$ cat src/rtl/temporal_avg_pool.sv
// Streaming temporal average pool: sliding window of POOL_SIZE accepted samples,
// emitting the rounded window mean every STRIDE samples once the window is full.
module temporal_avg_pool #(
  parameter int DATA_WIDTH = 16,
  parameter int POOL_SIZE  = 4,
  parameter int STRIDE     = 4
) (
  input  logic                         clk,
  input  logic                         rst,
  input  logic                         clear,
  input  logic signed [DATA_WIDTH-1:0] x_in,
  input  logic                         x_valid,
  output logic signed [DATA_WIDTH-1:0] y_out,
  output logic                         y_valid
);

  localparam int SHIFT     = $clog2(POOL_SIZE);
  localparam int SUM_WIDTH = DATA_WIDTH + SHIFT + 1;
  localparam int EXT_W     = SUM_WIDTH - DATA_WIDTH;
  localparam int FILL_W    = $clog2(POOL_SIZE + 1);
  localparam int STR_W     = (STRIDE > 1) ? $clog2(STRIDE) : 1;
  localparam logic [FILL_W-1:0] FILL_FULL  = FILL_W'(POOL_SIZE);
  localparam logic [STR_W-1:0]  STR_RELOAD = STR_W'(STRIDE - 1);

  logic signed [DATA_WIDTH-1:0] win_q    [POOL_SIZE];
  logic signed [DATA_WIDTH-1:0] win_base [POOL_SIZE];
  logic signed [DATA_WIDTH-1:0] win_d    [POOL_SIZE];

  logic signed [SUM_WIDTH-1:0]  sum_q, sum_base, sum_d;
  logic signed [SUM_WIDTH-1:0]  x_ext, old_ext;
  logic [FILL_W-1:0]            fill_q, fill_base, fill_d;
  logic [STR_W-1:0]             stride_q, stride_base, stride_d;
  logic signed [DATA_WIDTH-1:0] y_out_q, y_out_d, y_mean;
  logic                         y_valid_q, y_valid_d;
  logic                         full, advance, emit;
  logic                         unused_mean;

  // clear is folded in as an emptied "base" state, so a sample arriving with
  // clear lands as the first element of the new window.
  generate
    for (genvar gi = 0; gi < POOL_SIZE; gi++) begin : g_win
      assign win_base[gi] = clear ? '0 : win_q[gi];
      if (gi == 0) begin : g_head
        assign win_d[gi] = x_valid ? x_in : win_base[gi];
      end else begin : g_tail
        assign win_d[gi] = x_valid ? win_base[gi-1] : win_base[gi];
      end

      always_ff @(posedge clk) begin
        if (rst) win_q[gi] <= '0;
        else     win_q[gi] <= win_d[gi];
      end
    end
  endgenerate

  assign sum_base    = clear ? '0 : sum_q;
  assign fill_base   = clear ? '0 : fill_q;
  assign stride_base = clear ? '0 : stride_q;

  assign x_ext   = {{EXT_W{x_in[DATA_WIDTH-1]}}, x_in};
  assign old_ext = {{EXT_W{win_base[POOL_SIZE-1][DATA_WIDTH-1]}}, win_base[POOL_SIZE-1]};

  always_comb begin
    sum_d    = sum_base;
    fill_d   = fill_base;
    stride_d = stride_base;
    if (x_valid) begin
      sum_d = sum_base + x_ext - old_ext;
      if (fill_base != FILL_FULL) fill_d = fill_base + FILL_W'(1);
    end
    full    = (fill_d == FILL_FULL);
    advance = x_valid && full;
    emit    = advance && (stride_base == '0);
    if (advance) stride_d = emit ? STR_RELOAD : stride_base - STR_W'(1);
  end

  // Mean rounds half toward +inf; the shifted value always fits DATA_WIDTH.
  generate
    if (SHIFT == 0) begin : g_nodiv
      assign y_mean      = sum_d[DATA_WIDTH-1:0];
      assign unused_mean = sum_d[SUM_WIDTH-1];
    end else begin : g_div
      localparam logic signed [SUM_WIDTH-1:0] HALF = SUM_WIDTH'(1) << (SHIFT - 1);
      logic signed [SUM_WIDTH-1:0] rounded;
      assign rounded     = sum_d + HALF;
      assign y_mean      = rounded[SHIFT +: DATA_WIDTH];
      assign unused_mean = ^{rounded[SUM_WIDTH-1], rounded[SHIFT-1:0]};
    end
  endgenerate

  assign y_out_d   = emit ? y_mean : y_out_q;
  assign y_valid_d = emit;

  always_ff @(posedge clk) begin
    if (rst) begin
      sum_q     <= '0;
      fill_q    <= '0;
      stride_q  <= '0;
      y_out_q   <= '0;
      y_valid_q <= 1'b0;
    end else begin
      sum_q     <= sum_d;
      fill_q    <= fill_d;
      stride_q  <= stride_d;
      y_out_q   <= y_out_d;
      y_valid_q <= y_valid_d;
    end
  end

  assign y_out   = y_out_q;
  assign y_valid = y_valid_q;

endmodule

$ cat config.mk
export PLATFORM = sky130hd
export DESIGN_NAME = temporal_avg_pool
export DESIGN_NICKNAME = d
export VERILOG_FILES = /design/src/rtl/temporal_avg_pool.sv
export SDC_FILE = /design/constraint.sdc
export NUM_CORES = 1
export LEC_CHECK = 0
export CORE_UTILIZATION = 45
export DETAILED_ROUTE_END_ITERATION = 10
export PLACE_DENSITY = 0.77
export SKIP_CTS_REPAIR_TIMING = 1
export SYNTH_ARGS = -nofsm -noshare
export SYNTH_HDL_FRONTEND = slang
export SYNTH_SLANG_ARGS = --single-unit
$ cat constraint.sdc
create_clock -name clk -period 4.1 [get_ports clk]
set_clock_uncertainty 0.1 [all_clocks]
set_input_delay 0.41 -clock clk [delete_from_list [all_inputs] [get_ports clk]]
set_output_delay 0.41 -clock clk [all_outputs]
set_load 0.02 [all_outputs]
==> qor.csv, run 1 <==
stage;metric;value;unit
placement;placement-stage cell area;6869;sq um
grt;pin count of the biggest net entering global routing;66;
floorplan;num rows;41;
logic_synthesis;FFs w/ async S/R, synth;0;%
detailed_routing;drt total wl;13.28;mm
grt;number of antenna violations at the first check in global routing;0;
logic_synthesis;Synth Register Bits;104;
layout;Ant. Diodes;0;
clocking;buffers from clock root to sink, at most;2;
power;cell area power density;386.2;nW/um^2
layout;final cell count without fillers;957;
placement;Port Buffers;36;
clocking;number of buffers added by the clock tree synthesis step;9;
grt;overall track demand over capacity in global routing;20.85;%
setup_path;data arrival at the endpoint of the critical path;4.16;ns
power;proportion of power drawn by the clock network;30.9;%
detailed_routing;WL per Instance;13.87;um
timing;Max Slew Vio Count;0;
logic_synthesis;Most used DFF post-synth;dfxtp_1;
clocking;root buffer selected by CTS;clkbuf_16;
layout;layout cell share with drive strength beyond 1;18.98;%
clocking;CTS H-tree depth;3;
power;internal power component;1.983;mW
timing;period utilisation layout;96.50;%
setup_path;CP required;4.30;ns
timing;remaining max-slew budget at the tightest pin;40.25;%
timing;Fmax;0.2528;GHz
layout;number of nets at the end of the flow;840;
power;Comb power frac;31.5;%
setup_path;crit-path max FO;3;
layout;most common cell after layout, fill and taps aside;nor2_1;
clocking;CTS tree;yes;
layout;design area;7352;sq um
power;net switching share of the total power;30.16;%
status;status;finished clean;
setup_path;kind of start point of the critical path;input port;
layout;commonest non-fill, non-tap cells in the layout;122 x nor2_1, 104 x dfxtp_1, 89 x buf_4, 60 x inv_1, 55 x mux2i_1;
power;Net Sw Power;0.8563;mW
timing;number of hold violations in the final report;0;
logic_synthesis;Post-Synthesis Cell Area;5803;sq um
timing;Worst Tran Pin Value;0.8963;ns
floorplan;area of the die;13350;sq um
timing;final-report setup violation count;0;
layout;Area growth syn-to-layout;26.69;%
grt;remaining global-route overflow;0;
detailed_routing;first drt pass iteration count;4;
floorplan;core area;12620;sq um
placement;half-perimeter wire length after placement;9.780;mm
timing;fin crit period;3.956;ns
clocking;clock sink count;104;
clocking;Clock Latency Late Sink;0.36;ns
power;register share of total power;37.6;%
floorplan;floorplan die height;115.6;um
setup_path;endpoint type of the worst setup path;flip-flop;
detailed_routing;DRC violation count after routing;0;
detailed_routing;Detailed Route Iter0 Violations;228;
power;final total power;2.839;mW
floorplan;Chip Width;115.6;um
grt;global-route wire length before repair;21.69;mm
clocking;clock-pin slew on the worst setup and hold paths;0.07;ns
logic_synthesis;Ys Warns;0;
timing;Hold Worst Slack;0.3925;ns
logic_synthesis;Seq/Total Area, Yosys;35.88;%
logic_synthesis;net count of the mapped netlist;736;
setup_path;worst setup path class;input port to flip-flop;
power;leakage power figure;3.193;nW
logic_synthesis;cells after synthesis;676;
floorplan;number of primary I/O pins;37;
logic_synthesis;leading post-synthesis cells by cell area;dfxtp_1 36%, mux2i_1 9.5%, nor2_1 7.9%;
logic_synthesis;number of library cell types mapped by synthesis;65;
power;Peak VDD IR;0.0003903;V
timing;final setup margin;0.1437;ns
floorplan;starting density of the core;45.98;%
logic_synthesis;Post-synth EDFFs;0;
placement;last weighted congestion value of the routability-driven placer;0.8874;
detailed_routing;post-detailed-route via-to-cell ratio;5.177;
worst_hold_path;worst hold path class;flip-flop to flip-flop;
logic_synthesis;Synth area leader;dfxtp_1;
logic_synthesis;portion of synthesized cell area occupied by the leading cell type;35.88;%
detailed_routing;total via count after detailed routing;4954;
grt;vias in the first global route;4875;
logic_synthesis;per-instance average area after synthesis;8.584;sq um
detailed_routing;residual antenna-violating net count after detailed routing;0;
placement;post-place setup slack;-0.5936;ns
flow_run;number of violations of the max-capacitance limit;0;
placement;DP Cell Count;933;
==> worst paths after layout <==
kind               start         to  slack, ns  cells after the start
max              x_in[4]  y_out[15]       0.14                     14
min             y_out[3]   y_out[3]       0.39                      2
max reg2reg  win_q[3][1]  y_out[15]       0.28                     12
min reg2reg     y_out[3]   y_out[3]       0.39                      2
==> per-stage QoR <==
step           TNS [ns]  util [%]
2_1_floorplan         0         -
3_3_place_gp     -2.133     54.43
3_5_place_dp     -3.126     54.43
4_1_cts         -0.2766     56.87
5_1_grt        -0.01903     58.26
6_report              0     58.26
==> synthesized netlist by cell type (all sizes together), types with 5 or more instances <==
cell and count:
nor2 122, dfxtp 104, inv 62, mux2i 55, nand2 38, nor2b 24
a21oi 23, ha 23, clkbuf 22, a22oi 17, fa 17, o21ai 16
nand3 14, a211oi 12, buf 12, xor2 12, nor3 10, o21a 9
nand3b 6, nor4 6, xnor2 6, a21o 5, nand2b 5, o211ai 5
==> area by class of cell <==
cell class | count | area, sq um
clock buffer | 11 | 252.7
clock inverter | 5 | 55.05
fill | 1140 | 5268
inverter | 63 | 240.2
multi-input combinational | 475 | 3475
sequential | 104 | 2082
tap | 172 | 215.2
timing repair buffer | 126 | 1025
timing repair inverter | 1 | 7.507
==> power by group through the flow <==
stage	Combinational [mW]	Sequential, mW	Clock, mW
after CTS	0.838	1.07	0.905
after global placement	0.816	1.09	0
after detailed placement	0.830	1.09	0
after floorplan	0.516	1.09	0
after global routing	0.982	1.07	0.937
final	0.894	1.07	0.878
==> metal layers <==
| layer | GRT usage (%) | wire [um] |
|---|---|---|
| met1 | 22.20 | 5602 |
| met2 | 39.12 | 7011 |
| met3 | 4.446 | 327 |
| met4 | 9.697 | 335 |
| met5 | 0 | 0 |
==> cell families (layout without fill, tap and decap cells) <==
family | count (synthesis) | after routing | share of synthesized area (%)
buf+inv | 97 | 206 | 6.425
xor+xnor | 18 | 18 | 2.717
mux | 57 | 57 | 9.875
fa+ha+maj | 40 | 40 | 10.82
compound gates | 115 | 115 | 14.51
simple gates | 245 | 245 | 19.77
flops | 104 | 104 | 35.88
==> worst max-delay path, cell delays in order <==
cell,delay (ns)
clkdlybuf4s50_1,0.51
inv_1,0.10
fa_1,0.54
inv_1,0.05
ha_1,0.28
o21a_1,0.19
o31ai_4,0.11
a211oi_2,0.34
nor3_2,0.10
o41ai_4,0.38
nand3_2,0.12
or4_1,0.53
or4_1,0.41
nand3_1,0.09
==> state kept, by name, indices dropped and copies added (netlist names) <==
name      cells
fill_q        3
stride_q      2
sum_q        18
win_q        64
y_out        16
y_valid       1
Power figures use the tool's default switching activity.
==> inputs of run 2 (changes only) <==
- GPL_TIMING_DRIVEN: default -> 0
- PLACE_DENSITY: 0.77 -> 0.76
- TNS_END_PERCENT: default -> 100
==> qor.csv, run 2 (synthesis results as in run 1) <==
stage;metric;value;unit
status;status;finished with violations;
status;failing checks;setup timing;
grt;remaining global-route overflow;0;
clocking;CTS tree;yes;
layout;register ranked first by flip-flop count;win_q;
layout;Area growth syn-to-layout;27.10;%
layout;count of fill cells added during filler insertion;1067;
grt;vias in the first global route;4966;
placement;Port Buffers;35;
clocking;buffers from clock root to sink, at most;2;
timing;setup repair after global routing missed its margin;yes;
setup_path;CP required;4.30;ns
placement;post-place setup slack;-1.226;ns
grt;pin count of the biggest net entering global routing;18;
setup_path;Crit. Startpoint;win_q[3][2];
setup_path;worst-case register-to-register setup slack;-0.08;ns
setup_path;R2R depth;14;
setup_path;worst setup path class;flip-flop to flip-flop;
grt;global-route wire length before repair;23.11;mm
timing;Fmax;0.2395;GHz
setup_path;data arrival at the endpoint of the critical path;4.38;ns
timing;period utilisation layout;101.8;%
timing;Worst Tran Pin Value;0.8461;ns
layout;max FFs per register;64;
detailed_routing;residual antenna-violating net count after detailed routing;0;
setup_path;crit-path max FO;4;
detailed_routing;drt total wl;15.36;mm
layout;final cell count without fillers;929;
clocking;number of buffers added by the clock tree synthesis step;9;
clocking;CTS H-tree depth;3;
layout;number of nets at the end of the flow;812;
timing;fin crit period;4.175;ns
timing;final setup margin;-0.07511;ns
detailed_routing;Detailed Route Iter0 Violations;371;
floorplan;num rows;41;
floorplan;area of the die;13350;sq um
detailed_routing;post-detailed-route via-to-cell ratio;5.557;
setup_path;endpoint type of the worst setup path;flip-flop;
detailed_routing;first drt pass iteration count;6;
detailed_routing;WL per Instance;16.53;um
setup_path;beginning of the worst register-to-register path;win_q[3][2];
setup_path;endpoint of the worst register-to-register path;y_out[15];
layout;layout cell share with drive strength beyond 1;15.98;%
layout;most common cell after layout, fill and taps aside;nor2_1;
clocking;Clock Latency Late Sink;0.36;ns
timing;final-report setup violation count;1;
floorplan;number of primary I/O pins;37;
grt;overall track demand over capacity in global routing;22.18;%
floorplan;floorplan die height;115.6;um
floorplan;core area;12620;sq um
timing;number of hold violations in the final report;0;
placement;DP Cell Count;883;
layout;Ant. Diodes;0;
grt;number of antenna violations at the first check in global routing;0;
timing;Max Slew Vio Count;0;
worst_hold_path;worst hold path class;input port to flip-flop;
clocking;root buffer selected by CTS;clkbuf_16;
clocking;clock sink count;104;
flow_run;number of violations of the max-capacitance limit;0;
placement;last weighted congestion value of the routability-driven placer;0.9189;
floorplan;Chip Width;115.6;um
timing;remaining max-slew budget at the tightest pin;43.60;%
floorplan;starting density of the core;45.98;%
layout;commonest non-fill, non-tap cells in the layout;122 x nor2_1, 104 x dfxtp_1, 58 x inv_1, 55 x mux2i_1, 36 x nand2_1;
detailed_routing;DRC violation count after routing;0;
layout;fraction of the core area covered by cells at the end of the flow;58.45;%
setup_path;kind of start point of the critical path;flip-flop;
setup_path;Worst Setup EP;y_out[15];
power;Peak VDD IR;0.0002180;V
power;cell area power density;389.3;nW/um^2
detailed_routing;total via count after detailed routing;5162;
placement;half-perimeter wire length after placement;10.68;mm
power;leakage power figure;3.120;nW
clocking;clock-pin slew on the worst setup and hold paths;0.07;ns
==> run 2: per-stage QoR <==
step / setup TNS (ns) / area (sq um) / hold slack, ns / power, mW
global route: -0.2364 / 7376 / 0.3010 / 2.988
floorplan: 0 / 5831 / 0.3520 / 1.606
CTS: -5.177 / 6703 / 0.3939 / 2.654
detailed placement: -12.03 / 6396 / 0.3755 / 1.769
global placement: -10.83 / 6396 / 0.3711 / 1.749
finish: -0.07511 / 7376 / 0.2862 / 2.872
==> run 2: metal layers <==
metal,track usage (%),wire (um),vias up
li1,-,-,2434
met1,26.33,6289,2494
met2,38.72,7649,184
met3,5.021,895,50
met4,8.918,524,0
met5,0,0,-
==> run 2: layout make-up <==
cell class | count | area, sq um | area share, %
clock inverter | 5 | 63.81 | 0.8651
timing repair buffer | 66 | 626.9 | 8.499
tap | 172 | 215.2 | 2.918
multi-input combinational | 475 | 3712 | 50.33
buffer | 33 | 190.2 | 2.578
sequential | 104 | 2082 | 28.23
inverter | 63 | 242.7 | 3.291
clock buffer | 11 | 242.7 | 3.291
==> run 2: critical path, stage by stage (launching register included) <==
cell and delay [ns]:
dfxtp_1 0.34, nor2b_1 0.21, fa_1 0.45, inv_1 0.11, ha_4 0.23, nor2b_4 0.15, o31ai_4 0.34, buf_4 0.19
a211oi_4 0.07, o21a_1 0.24, o41ai_4 0.42, nand3_2 0.15, or4_4 0.54, or4_4 0.49, nand3_2 0.08
==> run 2: where the power goes <==
group / switching [mW] / internal (mW)
registers: 0.0175 / 1.05
logic: 0.519 / 0.394
clock network: 0.394 / 0.497
total: 0.930 / 1.94
==> run 2: worst min path at each step <==
stage | start | endpoint | slack, ns | depth (start not counted)
after floorplan | win_q[3][0] | win_q[3][0] | 0.35 | 2
after global placement | win_q[3][14] | win_q[3][14] | 0.37 | 2
after detailed placement | win_q[3][13] | win_q[3][13] | 0.38 | 2
after CTS | y_out[1] | y_out[1] | 0.39 | 2
after global routing | x_in[2] | win_q[0][2] | 0.30 | 3
final | x_in[2] | win_q[0][2] | 0.29 | 3
==> inputs of run 3 (changes only) <==
- SLEW_MARGIN: default -> 20
==> results of run 3 <==
The final DEF is identical to that of run 2; final timing and power are the same.
